`src/rtl/regfile_pkg.sv`:
```
// Shared definitions for the multiport register file: clear-sequencer state
// encoding, read-port limit, and the even-parity helper used when
// REGFILE_PARITY_EN is defined.
package regfile_pkg;

    typedef enum logic {
        ST_IDLE  = 1'b0,
        ST_CLEAR = 1'b1
    } clr_state_t;

    // Upper bound on the number of normal read ports (debug port not counted)
    localparam int RD_PORTS_MAX = 4;

    // Widest data word the parity helper accepts; narrower words are zero-padded
    localparam int PARITY_MAX_W = 64;

    // Even parity: the returned bit makes the total count of ones even
    function automatic logic even_parity(input logic [PARITY_MAX_W-1:0] d);
        return ^d;
    endfunction

endpackage

```
`src/rtl/regfile_clear_seq.sv`:
```
// Clear sequencer: walks every entry writing zero, after reset and on clr_req.
// Latency: busy rises the cycle after clr_req, and stays high for exactly 2**ADDR_W cycles.
// Backpressure: clr_req is ignored while a clear is already running (no restart).
module regfile_clear_seq
    import regfile_pkg::*;
#(
    parameter int ADDR_W = 5
) (
    input  logic              clock,
    input  logic              reset_n,
    input  logic              clr_req,
    output logic              busy,
    output logic              clr_we,
    output logic [ADDR_W-1:0] clr_addr
);

    localparam int              DEPTH = 2 ** ADDR_W;
    localparam logic [ADDR_W:0] LAST  = (ADDR_W + 1)'(DEPTH - 1);
    localparam logic [ADDR_W:0] ONE   = (ADDR_W + 1)'(1);

    clr_state_t      state, state_nxt;
    // One bit wider than the address so the counter can never wrap back to 0
    logic [ADDR_W:0] clr_cnt, clr_cnt_nxt;

    // State register: reset lands in CLEAR at entry 0 so storage needs no reset
    always_ff @(posedge clock or negedge reset_n) begin
        if (!reset_n) begin
            state   <= ST_CLEAR;
            clr_cnt <= '0;
        end else begin
            state   <= state_nxt;
            clr_cnt <= clr_cnt_nxt;
        end
    end

    // Next-state: leave CLEAR on the cycle that writes the last entry
    always_comb begin
        state_nxt   = state;
        clr_cnt_nxt = clr_cnt;
        case (state)
            ST_IDLE: begin
                if (clr_req) begin
                    state_nxt   = ST_CLEAR;
                    clr_cnt_nxt = '0;
                end
            end
            ST_CLEAR: begin
                clr_cnt_nxt = clr_cnt + ONE;
                if (clr_cnt == LAST) begin
                    state_nxt = ST_IDLE;
                end
            end
            default: begin
                state_nxt   = ST_CLEAR;
                clr_cnt_nxt = '0;
            end
        endcase
    end

    // Outputs: one zero-write per cycle while clearing
    always_comb begin
        busy     = (state == ST_CLEAR);
        clr_we   = (state == ST_CLEAR);
        clr_addr = clr_cnt[ADDR_W-1:0];
    end

endmodule

```
`src/rtl/regfile_multiport.sv`:
```
// Register file: DEPTH x DATA_W, NUM_RD registered read ports plus a debug port, write-first bypass; optional parity via REGFILE_PARITY_EN.
// Latency: 1 cycle from address to rd_data/dbg_data; writes visible at the next posedge.
// Backpressure: while busy (clearing) writes are dropped with a wr_drop pulse and reads return 0.
module regfile_multiport
    import regfile_pkg::*;
#(
    parameter int DATA_W   = 32,
    parameter int ADDR_W   = 5,
    parameter int NUM_RD   = 2,
    parameter int ZERO_REG = 1
) (
    input  logic                     clock,
    input  logic                     reset_n,
    input  logic [NUM_RD*ADDR_W-1:0] rd_addr,
    output logic [NUM_RD*DATA_W-1:0] rd_data,
    input  logic                     wr_en,
    input  logic [ADDR_W-1:0]        wr_addr,
    input  logic [DATA_W-1:0]        wr_data,
    input  logic                     clr_req,
    output logic                     busy,
    output logic                     wr_drop,
    input  logic [ADDR_W-1:0]        dbg_addr,
    output logic [DATA_W-1:0]        dbg_data,
    output logic                     parity_err
);

    localparam int DEPTH = 2 ** ADDR_W;
    // Debug port is handled as one extra read port at the top index
    localparam int NP    = NUM_RD + 1;
`ifdef REGFILE_PARITY_EN
    localparam int STORE_W = DATA_W + 1;
`else
    localparam int STORE_W = DATA_W;
`endif

    if (NUM_RD < 1 || NUM_RD > RD_PORTS_MAX) begin : g_bad_num_rd
        $error("regfile_multiport: NUM_RD out of range");
    end

    logic [STORE_W-1:0]    mem [DEPTH];
    logic                  clr_we;
    logic [ADDR_W-1:0]     clr_addr;
    logic                  wr_zero;
    logic                  wr_acc;
    logic                  arr_we;
    logic [ADDR_W-1:0]     arr_addr;
    logic [DATA_W-1:0]     arr_dat;
    logic [STORE_W-1:0]    arr_word;
    logic [NP*ADDR_W-1:0]  port_addr;
    logic [NP*DATA_W-1:0]  port_data;

    regfile_clear_seq #(
        .ADDR_W (ADDR_W)
    ) u_clear_seq (
        .clock    (clock),
        .reset_n  (reset_n),
        .clr_req  (clr_req),
        .busy     (busy),
        .clr_we   (clr_we),
        .clr_addr (clr_addr)
    );

    // Write acceptance: not while clearing, not on the cycle a clear starts, never to a hard-wired zero entry
    always_comb begin
        wr_zero = (ZERO_REG != 0) && (wr_addr == '0);
        wr_acc  = wr_en && !busy && !clr_req && !wr_zero;
    end

    // Write-port mux: the clear sequencer owns the array while busy
    always_comb begin
        arr_we   = clr_we || wr_acc;
        arr_addr = clr_we ? clr_addr : wr_addr;
        arr_dat  = clr_we ? '0 : wr_data;
    end

`ifdef REGFILE_PARITY_EN
    logic [PARITY_MAX_W-1:0] par_pad;
    if (DATA_W > PARITY_MAX_W) begin : g_bad_data_w
        $error("regfile_multiport: DATA_W too wide for parity helper");
    end

    // Stored word carries even parity of its data; cleared words hold parity 0
    always_comb begin
        par_pad               = '0;
        par_pad[DATA_W-1:0]   = arr_dat;
        arr_word              = {even_parity(par_pad), arr_dat};
    end
`else
    // Stored word is the data alone
    always_comb begin
        arr_word = arr_dat;
    end
`endif

    // Storage array: no reset so it stays RAM-inferable
    always_ff @(posedge clock) begin
        if (arr_we) begin
            mem[arr_addr] <= arr_word;
        end
    end

    // Dropped-write flag: any write seen while clearing or on the clear-start cycle
    always_ff @(posedge clock or negedge reset_n) begin
        if (!reset_n) begin
            wr_drop <= 1'b0;
        end else begin
            wr_drop <= wr_en && (busy || clr_req);
        end
    end

    assign port_addr = {dbg_addr, rd_addr};

`ifdef REGFILE_PARITY_EN
    logic [NP-1:0] port_err;
`endif

    for (genvar k = 0; k < NP; k++) begin : g_port
        logic [ADDR_W-1:0]  addr;
        logic [STORE_W-1:0] word;
        logic               zero_hit;
        logic               byp;
        logic [DATA_W-1:0]  data_q;

        assign addr     = port_addr[k*ADDR_W +: ADDR_W];
        assign word     = mem[addr];
        assign zero_hit = (ZERO_REG != 0) && (addr == '0);
        assign byp      = wr_acc && (wr_addr == addr);

        // Registered read: zero while clearing or on entry 0, else write-first bypass, else array
        always_ff @(posedge clock or negedge reset_n) begin
            if (!reset_n) begin
                data_q <= '0;
            end else if (busy || zero_hit) begin
                data_q <= '0;
            end else if (byp) begin
                data_q <= wr_data;
            end else begin
                data_q <= word[DATA_W-1:0];
            end
        end

        assign port_data[k*DATA_W +: DATA_W] = data_q;

`ifdef REGFILE_PARITY_EN
        logic err_q;
        // Parity check on array reads only, aligned with the data it flags
        always_ff @(posedge clock or negedge reset_n) begin
            if (!reset_n) begin
                err_q <= 1'b0;
            end else begin
                err_q <= !busy && !zero_hit && !byp && (^word);
            end
        end
        assign port_err[k] = err_q;
`endif
    end

    assign rd_data  = port_data[NUM_RD*DATA_W-1:0];
    assign dbg_data = port_data[NUM_RD*DATA_W +: DATA_W];

`ifdef REGFILE_PARITY_EN
    assign parity_err = |port_err;
`else
    assign parity_err = 1'b0;
`endif

endmodule
```
`config.mk`:
```
export PLATFORM = sky130hd
export DESIGN_NAME = regfile_multiport
export DESIGN_NICKNAME = d
export VERILOG_FILES = /design/src/rtl/regfile_pkg.sv /design/src/rtl/regfile_clear_seq.sv /design/src/rtl/regfile_multiport.sv
export SDC_FILE = /design/constraint.sdc
export NUM_CORES = 2
export LEC_CHECK = 0
export ABC_CLOCK_PERIOD_IN_PS = 4000
export CAP_MARGIN = 0
export CORE_MARGIN = 5
export CORE_UTILIZATION = 36
export CTS_CLUSTER_DIAMETER = 50
export DETAILED_ROUTE_END_ITERATION = 16
export PLACE_DENSITY = 0.61
export SETUP_SLACK_MARGIN = 0.05
export SYNTH_ARGS = -nofsm -noshare
export SYNTH_HDL_FRONTEND = slang
export SYNTH_SLANG_ARGS = --single-unit
```
`constraint.sdc`:
```
create_clock -name clock -period 4 [get_ports clock]
set_clock_uncertainty 0.15 [all_clocks]
set_input_delay 1 -clock clock [delete_from_list [all_inputs] [get_ports clock]]
set_output_delay 1 -clock clock [all_outputs]
set_load 0.02 [all_outputs]
```
# Word level (Yosys, flattened, before mapping)
# Memories as Yosys holds them, arrays and structs flattened.
# Index checks and enable logic that the tools add are counted.
classes:
  multipliers: 0
  addsub: 1
  reduce_logical: 19
  muxes: 15
  n_eq_ne: 5
  order_cmp: 0
  div_mod_pow: 0
  shifts: 0
  n_bitwise: 1
op_table:
  columns: ["cell", "count"]
  rows:
  - ["$mux W32", 7]
  - ["$logic_not A5 Y1", 4]
  - ["$eq A5 B5 Y1", 3]
  - ["$pmux W6 S2", 1]
  - ["$logic_and A1 B1 Y1", 7]
  - ["$add A6 B1 Y6 const B", 1]
  - ["$eq A6 B5 Y1 const B", 1]
  - ["$mux W6", 1]
  - ["$logic_or A1 B1 Y1", 5]
  - ["$mux W5", 1]
  - ["$mux W1", 4]
  - ["$logic_not A1 Y1", 3]
  - ["$ne A2 B2 Y1 const B", 1]
  - ["$pmux W1 S2", 1]
  - ["$not A1 Y1", 1]
word_totals:
  latchBits: 0
  regBits: 104
  mem_bits_ro: 0
  mem_bits_rw: 1024
  out_inout_bits: 99
  n_memories: 1
  wordCells: 48
memory_table:
  columns: ["memory", "words", "word_bits", "rd", "rd_clocked_by_memory_dff", "wr", "line_no", "source"]
  rows:
  - ["mem", 32, 32, 3, 0, 1, "regfile_multiport.sv:40", "logic [STORE_W-1:0] mem [DEPTH];"]

# Depth between registers and ports, before layout
depth:
  word_depth: 7
  ltp_mapped: 8
  depth_no_buf: 5

# Modules after synthesis
# Synthesis repeated with hierarchy kept, for this count alone.
unflattened:
  hier_cells: 3550
  hier_area_um2: 59948.7
by_module_without_submodules:
  columns: ["mod", "cells_per_inst", "seq_area_each_um2", "area_per_inst_um2", "n_inst"]
  rows:
  - ["regfile_multiport", 3514, 33176.8, 59564.6, 1]
  - ["regfile_clear_seq", 36, 176.4, 384.1, 1]

# Worst setup path before layout
# OpenSTA, ideal clock, no wires.
synth_path:
  path_kind: "input-to-reg"
  start: "in wr_addr[0]"
  end: "mem mem[0][0] (netlist name) (enable)"
  setup_ns: 0.421
  required_time_ns: 3.429
  path_stages: 5
  setup_slack_ns: -0.040
  arrival_time_ns: 3.469
  path_cell_list: "clkbuf_1 > o41a_1 > clkbuf_1 > a22oi_1 > nor2_1"
synth_via:
  elab_chain_cells: 6
synth_rtl:
  columns: ["item", "line_no", "source"]
  rows:
  - ["from (decl)", "regfile_multiport.sv:17", "input logic [ADDR_W-1:0] wr_addr,"]
  - ["$logic_not A5 Y1", "regfile_multiport.sv:65", "wr_zero = (ZERO_REG != 0) && (wr_addr == '0);"]
  - ["$logic_not A1 Y1", "regfile_multiport.sv:66", "wr_acc = wr_en && !busy && !clr_req && !wr_zero;"]
  - ["$logic_and A1 B1 Y1", "regfile_multiport.sv:66", null]
  - ["$logic_or A1 B1 Y1", "regfile_multiport.sv:71", "arr_we = clr_we || wr_acc;"]
  - ["$mux W1", "regfile_multiport.sv:97", "if (arr_we) begin"]
  - ["$mux W1 (implied by the code)", "regfile_multiport.sv:98", "mem[arr_addr] <= arr_word;"]
  - ["to (decl)", "regfile_multiport.sv:40", null]
# Parallel ways exist; a longest one is shown, timed or not.

# Worst setup path after layout
layout_path:
  start: "reg u_clear_seq.state, in the netlist u_clear_seq.busy"
  end: "out busy"
layout_lines:
  columns: ["item", "line_no", "source"]
  rows:
  - ["from (decl)", "regfile_clear_seq.sv:21", "clr_state_t state, state_nxt;"]
  - ["from (signal assigned)", "regfile_clear_seq.sv:31", "state <= state_nxt;"]
  - ["to (decl)", "regfile_multiport.sv:20", "output logic busy,"]
# No word-level cell between the ends.

==> flow_metrics.env <==
export IMPL_status="finished clean"
export IMPL_cp_max_fo=39
export IMPL_start_util_pct=36.2
export IMPL_post_route_period_util_pct=90.9
export IMPL_finalSetupViolCount=0
export IMPL_clk_latency_ns=0.78
export IMPL_synth_area_leader_cell="edfxtp_1"
export IMPL_worstMarginPinSlew_ns=1.26
export IMPL_postSynthAreaPerCell_sq_um=17.0
export IMPL_arrival_ns=2.49
export IMPL_grt_pass1_vias=40953
export IMPL_post_cts_setup_buffers=0
export IMPL_start_kind="flop"
export IMPL_r2r_cells=5
export IMPL_finalNetCount=3789
export IMPL_drc=0
export IMPL_cts_tree="done"
export IMPL_fin_area_sq_mm=0.0705
export IMPL_fp_dieH_um=417
export IMPL_worstSetupPathType="flop to output pin"
export IMPL_dp_cells=5780
export IMPL_slew_headroom_pct=15.6
export IMPL_ir_worst_vdd_mv=0.499
export IMPL_worstReg2RegStart="u_clear_seq.busy"
export IMPL_drtPass1Iterations=6
export IMPL_synth_top_cells_by_area="edfxtp_1 (52%), mux4_2 (22%), mux2i_1 (6.5%), dfrtp_1 (4.3%), a22oi_1 (3.6%)"
export IMPL_grt_pass1_wl_mm=316
export IMPL_clock_sinks=1128
export IMPL_areaGrowthSynthToFinish_pct=18.3
export IMPL_ys_flop_type="edfxtp_1"
export IMPL_synth_fp_nets=3569
export IMPL_place_gp_congestion=0.898
export IMPL_synth_common_cells="edfxtp_1 (1024), mux4_2 (576), mux2i_1 (385)"
export IMPL_ys_ff_latch=1128
export IMPL_layout_cells_non_filler=6036
export IMPL_post_cts_resized=0
export IMPL_cp_buffers_inverters=1
export IMPL_row_count=149
export IMPL_gr_total_overflow=0
export IMPL_portBuffers=153
export IMPL_yosysMostFrequentCell="edfxtp_1"
export IMPL_die_w_um=417
export IMPL_cts_max_level=4
export IMPL_r2r_end="mem[28][17]"
export IMPL_max_freq_mhz=275
export IMPL_wirelength_mm=226
export IMPL_p_leak_nw=23.5
export IMPL_ys_seq_area_share_pct=56.0
export IMPL_synth_top_area_share_pct=51.6
export IMPL_dp_hpwl_mm=138
export IMPL_path_cells="clkdlybuf4s50_1"
export IMPL_clk_pin_slew_worst_paths_ns=0.06
export IMPL_synth_cells=3512
export IMPL_synth_cell_types=47
export IMPL_timing_final_crit_period_ns=3.64
export IMPL_finalHoldViolations=0
export IMPL_critical_path_top_delay_family="flip-flops"
export IMPL_finalMaxSlewViolations=0
export IMPL_cp_end_kind="output pin"
export IMPL_rrSetupSlack_ns=0.84
export IMPL_pin_count=155
export IMPL_max_stage_delay_ns=1.00
export IMPL_core_sq_mm=0.165
export IMPL_antenna_found_initial=2
export IMPL_hold_class="input pin to asynchronous set/reset pin"
export IMPL_synth_warnings=0
export IMPL_required_ns=2.85
export IMPL_vias_per_cell=6.74
export IMPL_postPlaceCellArea_sq_mm=0.0658
export IMPL_cellPowerDensity_mw_per_mm2=507
export IMPL_ant_nets=0
export IMPL_cts_path_max_buffers=3
export IMPL_die_area_sq_mm=0.174
export IMPL_synth_edff_count=1024
export IMPL_vias=40686
export IMPL_wl_per_cell_um=37.5
export IMPL_root_buffer="clkbuf_16"
export IMPL_cts_buffers_inserted=139
export IMPL_cts_hold_buf=0
export IMPL_cap_violations=0
export IMPL_syn_cell_area_sq_mm=0.0596
export IMPL_rsz0062_at_grt="no"
export IMPL_crit_path_top_delay_cell="dfstp_4"
export IMPL_drtIter0Drc=5478
export IMPL_grt_max_degree=79
export IMPL_ys_async_sr_fraction_pct=9.22
export IMPL_power_mw=35.7
export IMPL_grt_usage_pct=25.6
export IMPL_drive_gt1_share_pct=30.6
power breakdown:
group	leakage, nW	internal [mW]	switching (mW)
logic	10.3	2.86	4.58
clock network	2.27	7.63	5.13
registers	11.0	14.6	0.887
worst max-delay path by stage:
| stage | startpoint | to | slack (ns) | cells after the start |
|---|---|---|---|---|
| floorplan | wr_addr[0] | mem[0][0] | -0.04 | 5 |
| detailed placement | wr_addr[3] | mem[4][10] | 0.26 | 6 |
| global placement | wr_addr[3] | mem[4][10] | 0.30 | 6 |
| global route | u_clear_seq.busy | busy | 0.30 | 1 |
| CTS | u_clear_seq.busy | busy | 0.29 | 1 |
| finish | u_clear_seq.busy | busy | 0.36 | 1 |
flip-flops by register name, summed over array words and instances (netlist names):
register,cells
u_clear_seq.busy,1
dbg_data,32
g_port.data_q,64
mem,1024
u_clear_seq.clr_cnt,6
wr_drop,1
final cells by class:
type	count	area [sq um]
Multi-Input combinational cell	2028	25100
Inverter	11	41.3
Timing Repair Buffer	424	4650
Clock inverter	90	942
Antenna cell	2	5.00
Sequential cell	1128	33400
Clock buffer	164	3700
Tap cell	2189	2740
Fill cell	14433	94300
cell usage in the layout (no fill, tap or decap), drive strengths merged, types with 2 or more instances in the layout:
cell           instances
a21oi                  3
a221oi               192
a22o                   2
a22oi                289
a31oi                  8
and2                   3
buf                  284
bufinv                15
clkbuf               164
clkdlybuf4s50        140
clkinv                52
clkinvlp               8
dfrtp                103
diode                  2
edfxtp              1024
inv                   26
mux2i                385
mux4                 576
nand2                 18
nand2b                33
nand3                 99
nor2                 145
nor2b                 40
nor3                   6
nor3b                  2
o2111a                96
o211ai                96
o21ai                  2
o31ai                  2
xnor2                  2
xor2                  16
per-layer routing:
metal	global-route usage (%)	wire [um]	vias up
met3	5.36	23500	735
met2	41.1	107000	2833
met4	15.4	16200	0
li1	-	-	15807
met5	0	0	-
met1	31.9	79700	21311
worst register-to-register path: cells and delay by family, from the launching register on:
| family | cells | cell delay [ns] |
|---|---|---|
| buf+inv | 2 | 0.49 |
| flops | 1 | 1.00 |
| compound gates | 1 | 0.14 |
| simple gates | 2 | 1.00 |
per-stage QoR:
| step | hold slack, ns | TNS (ns) | worst slack, ns | util (%) |
|---|---|---|---|---|
| floorplan | 0.303 | -9.58 | -0.0401 | - |
| global placement | 0.325 | 0 | 0.298 | 39.9 |
| detailed placement | 0.326 | 0 | 0.262 | 39.9 |
| CTS | 0.155 | 0 | 0.289 | 42.8 |
| global route | 0.182 | 0 | 0.300 | 42.8 |
| finish | 0.171 | 0 | 0.362 | 42.8 |
kinds of logic (layout without fill, tap and decap cells):
family                     after synthesis  in the layout  synth area share [%]
AOI/OAI and AO/OA                      697            697                  9.91
xor gates and xnor gates                18             18                 0.265
adders and majority gates                1              1                0.0210
buffers and inverters                  356            689                  2.77
DFF                                   1128           1128                  56.0
muxes                                  962            962                  28.3
other                                    1              3               0.00629
and+or+nand+nor                        349            349                  2.80
No activity file was read; power rests on OpenSTA's default activity.
